==> src/rtl/id_ex_hazard_ctrl.sv <==
// id_ex_hazard_ctrl: ID/EX hazard sequencer (load-use, branch flush, two-phase decode) driving PC/IF-ID stall, IF-ID flush, ID/EX bubble, decode phase and a saturating stall counter
module id_ex_hazard_ctrl #(
  parameter int MEM_LAT = 1,
  parameter int FLUSH_EXTRA = 0
) (
  input  logic        clk,
  input  logic        rst,
  input  logic [3:0]  idSrcAddr,
  input  logic [3:0]  idDstAddr,
  input  logic        idMultiCycle,
  input  logic        exMemRead,
  input  logic        exRegWrite,
  input  logic [3:0]  exDestAddr,
  input  logic        branchTaken,
  output logic        pcStall,
  output logic        ifIdStall,
  output logic        ifIdFlush,
  output logic        makeMeBubble,
  output logic        multiPhase,
  output logic [15:0] stallCount
);
  typedef enum logic [1:0] {RUN, LSTALL, MULTI, FLUSH} state_t;
  state_t state, state_n;
  logic [2:0] cnt, cnt_n;
  logic luh, stall, bubble, flush, phase;
  assign luh = exMemRead & exRegWrite & (exDestAddr != 4'hF) &
               ((exDestAddr == idSrcAddr) | (exDestAddr == idDstAddr));
  always_comb begin
    state_n = RUN;
    cnt_n = 3'd0;
    stall = 1'b0;
    bubble = 1'b0;
    flush = 1'b0;
    phase = 1'b0;
    if (branchTaken) begin
      flush = 1'b1;
      bubble = 1'b1;
      state_n = FLUSH_EXTRA > 0 ? FLUSH : RUN;
      cnt_n = 3'(FLUSH_EXTRA);
    end else if (state == LSTALL || state == FLUSH) begin
      stall = state == LSTALL;
      flush = state == FLUSH;
      bubble = 1'b1;
      state_n = cnt == 3'd1 ? RUN : state;
      cnt_n = cnt - 3'd1;
    end else if (state == MULTI) begin
      phase = 1'b1;
    end else if (luh) begin
      stall = 1'b1;
      bubble = 1'b1;
      state_n = MEM_LAT > 1 ? LSTALL : RUN;
      cnt_n = 3'(MEM_LAT - 1);
    end else if (idMultiCycle) begin
      stall = 1'b1;
      state_n = MULTI;
    end
  end
  always_ff @(posedge clk or posedge rst) begin
    if (rst) begin
      state <= RUN;
      cnt <= 3'd0;
      stallCount <= 16'd0;
    end else begin
      state <= state_n;
      cnt <= cnt_n;
      if (stall && stallCount != 16'hFFFF) stallCount <= stallCount + 16'd1;
    end
  end
  assign pcStall = stall & ~rst;
  assign ifIdStall = stall & ~rst;
  assign ifIdFlush = flush & ~rst;
  assign makeMeBubble = bubble | rst;
  assign multiPhase = phase & ~rst;
endmodule

==> config.mk <==
export PLATFORM = sky130hd
export DESIGN_NAME = id_ex_hazard_ctrl
export DESIGN_NICKNAME = d
export VERILOG_FILES = /design/src/rtl/id_ex_hazard_ctrl.sv
export SDC_FILE = /design/constraint.sdc
export NUM_CORES = 1
export LEC_CHECK = 0
export CELL_PAD_IN_SITES_DETAIL_PLACEMENT = 1
export CELL_PAD_IN_SITES_GLOBAL_PLACEMENT = 1
export CORE_ASPECT_RATIO = 1.25
export CORE_MARGIN = 5
export CORE_UTILIZATION = 34
export CTS_CLUSTER_DIAMETER = 60
export DETAILED_ROUTE_END_ITERATION = 8
export PLACE_DENSITY_LB_ADDON = 0.1
export SYNTH_ARGS = -nofsm -noshare
export SYNTH_HDL_FRONTEND = slang
export SYNTH_SLANG_ARGS = --single-unit
==> constraint.sdc <==
create_clock -name clk -period 3.65 [get_ports clk]
set_input_delay 0.9125 -clock clk [delete_from_list [all_inputs] [get_ports clk]]
set_output_delay 0.9125 -clock clk [all_outputs]
set_load 0.1 [all_outputs]
==> results_dict.tcl <==
set metrics [dict create \
    seq_area_frac_synth_pct 43.8 \
    grt_pass1_vias 989 \
    tritoncts "built" \
    synthFlopType "dfrtp_1" \
    p_int_uw 377 \
    path_class "in2out" \
    final-setup-viol-count 0 \
    nNetsFinal 158 \
    seqPwrFrac_pct 33.0 \
    status "completed" \
    clkSinkCount 17 \
    cts_hold_buf 0 \
    numPortBuffers 38 \
    rsz0062_at_grt "false" \
    regArea_um2 425 \
    required_ns 2.74 \
    power.density_nw_per_um2 550 \
    cap_violations 0 \
    fin_crit_ns 3.57 \
    grt_pass1_wl_um 4710 \
    tightest_slew_ns 0.548 \
    p_comb_share_pct 54.2 \
    synth-edff-count 0 \
    syn_area_um2 972 \
    hold_path.class "reg2reg" \
    n_antenna_cell 0 \
    finalCritPeriodShare_pct 97.7 \
    dpl.hpwl_um 2240 \
    dr.pass1.iters 4 \
    setup_tns_ns 0 \
    whs_ns 0.505 \
    fin_skew_ns 0.00436 \
    critPathCaptureType "primary output" \
    fin_total_pwr_uw 800 \
    netlist_instances 94 \
    chipHeight_um 69.8 \
    arrival_ns 2.65 \
    place_congestion 0.853 \
    synth_cell_type_count 25 \
    netSwitchingFraction_pct 52.9 \
    vias 883 \
    ys_async_sr_fraction_pct 100 \
    antenna_found_initial 0 \
    multiInputGateArea_um2 533 \
    drive_above_1_share_pct 26.8 \
    chipWidth_um 57.8 \
    areaGrowthSynthToFinish_pct 49.7 \
    cts_made_buffers 3 \
    dieArea_um2 4040 \
    path_clk_slew_ns 0.09 \
    setup_slack_ns 0.0829 \
    wire_per_inst_um 15.9 \
    ant_nets 0 \
    final_common_cell "buf_4" \
    final_core_util_pct 53.8 \
    avgSynthCellArea_um2 10.3 \
    drt_iter0_drc 16 \
    dp_slack_ns 0.0170 \
    worstPathMaxFanout 3 \
    grt_max_degree 18 \
    grt-ovfl-total 0 \
    grt_use_total_pct 14.5 \
    clock_latency_ns 0.29 \
    root_buffer "clkbuf_4" \
    cts_max_level 1 \
    ys_seq_elements 17 \
    start_util_pct 35.9 \
    final_cell_mix "20 x buf_4, 17 x clkdlybuf4s50_1, 17 x dfrtp_1" \
    slew_viol_final 0 \
    ioPinCount 39 \
    p_leak_uw 0.000650 \
    cts_max_path_buffers 2 \
    fillCellCount 321 \
    drc 0 \
    synth-warning-count 0 \
    reg2reg_slack_ns 1.82 \
    wl_um 2740 \
    worst_setup_path_start_kind "primary input" \
    p_sw_uw 423 \
    viasPerCell 5.13 \
    hold_viol 0 \
    fmax_mhz 280 \
    synth_fp_nets 113 \
    clkPwrFrac_pct 12.8 \
    row_count 21 \
    relSlewSlack_pct 63.2 \
    core_um2 2710 \
    ir_drop_uv 665 \
]
[state kept, by name, indices dropped and copies added (netlist names)]
signal,count
stallCount,16
state,1
[critical path, stage by stage]
cell and delay (ns):
clkdlybuf4s50_1 0.47, xor2_1 0.20, nor4_2 0.30, o2111ai_2 0.20, nand2_1 0.14, and3_4 0.24, buf_12 0.18
[power by group through the flow]
stage | clock [uW] | combinational (uW) | sequential (uW)
5_1_grt | 120 | 451 | 272
3_5_place_dp | 0 | 436 | 268
2_1_floorplan | 0 | 91.8 | 493
6_report | 102 | 434 | 264
3_3_place_gp | 0 | 432 | 267
4_1_cts | 109 | 438 | 265
[timing repair]
| action | in CTS | in global routing |
|---|---|---|
| endpoints found under the setup margin | 0 | 2 |
| gates resized for setup | 0 | 1 |
| setup buffers | 0 | 0 |
[cell type report]
class	instances	area share, %
Timing Repair Buffer	42	28.9
Sequential cell	17	29.2
Clock buffer	4	1.81
Inverter	2	0.516
Multi-Input combinational cell	73	36.6
Tap cell	34	2.92
[stage by stage]
stage	std cells	area, um^2
after detailed placement	168	1430
after global placement	168	1430
after floorplan	94	973
after CTS	172	1450
final	172	1460
after global routing	172	1460
[cell usage after synthesis (all sizes together) (2+ instances only)]
| master | instances | area (um^2) |
|---|---|---|
| and3 | 9 | 57.6 |
| dfrtp | 17 | 425 |
| inv | 2 | 7.51 |
| mux2 | 2 | 26.3 |
| nand2 | 8 | 37.5 |
| nand3 | 9 | 45.0 |
| nand4 | 6 | 37.5 |
| nor2 | 5 | 18.8 |
| nor3 | 2 | 10.0 |
| nor4 | 2 | 25.0 |
| xnor2 | 14 | 123 |
| xor2 | 8 | 70.1 |
[cells by family after synthesis]
logic type / Yosys count / synth area share, %
flip-flops: 17 / 43.8
AO/OA/AOI/OAI: 4 / 4.50
adder cells (fa/ha/maj): 1 / 1.29
multiplexers: 2 / 2.70
XOR/XNOR: 22 / 19.8
buffers and inverters: 4 / 1.93
AND/OR/NAND/NOR: 44 / 26.0
[worst paths after layout]
check,startpoint,end,cells after the start
max in group asynchronous,rst,stallCount[12]$_DFFE_PP0P_,3
worst max-delay path,exDestAddr[1],ifIdStall,7
worst max register to register,stallCount[4]$_DFFE_PP0P_,stallCount[1]$_DFFE_PP0P_,6
worst min-delay path,stallCount[7]$_DFFE_PP0P_,stallCount[7]$_DFFE_PP0P_,1
min in group asynchronous,rst,stallCount[1]$_DFFE_PP0P_,3
worst min register to register,stallCount[7]$_DFFE_PP0P_,stallCount[7]$_DFFE_PP0P_,1
[layer usage]
| layer | global-route usage [%] | up-vias | share of wire, % |
|---|---|---|---|
| met5 | 0 | - | 0 |
| met4 | 3.09 | 0 | 0.69 |
| met3 | 3.35 | 2 | 4.3 |
| met2 | 27.8 | 19 | 60 |
| met1 | 15.6 | 446 | 35 |
| li1 | - | 416 | - |
(Power assumes the default switching activity.)
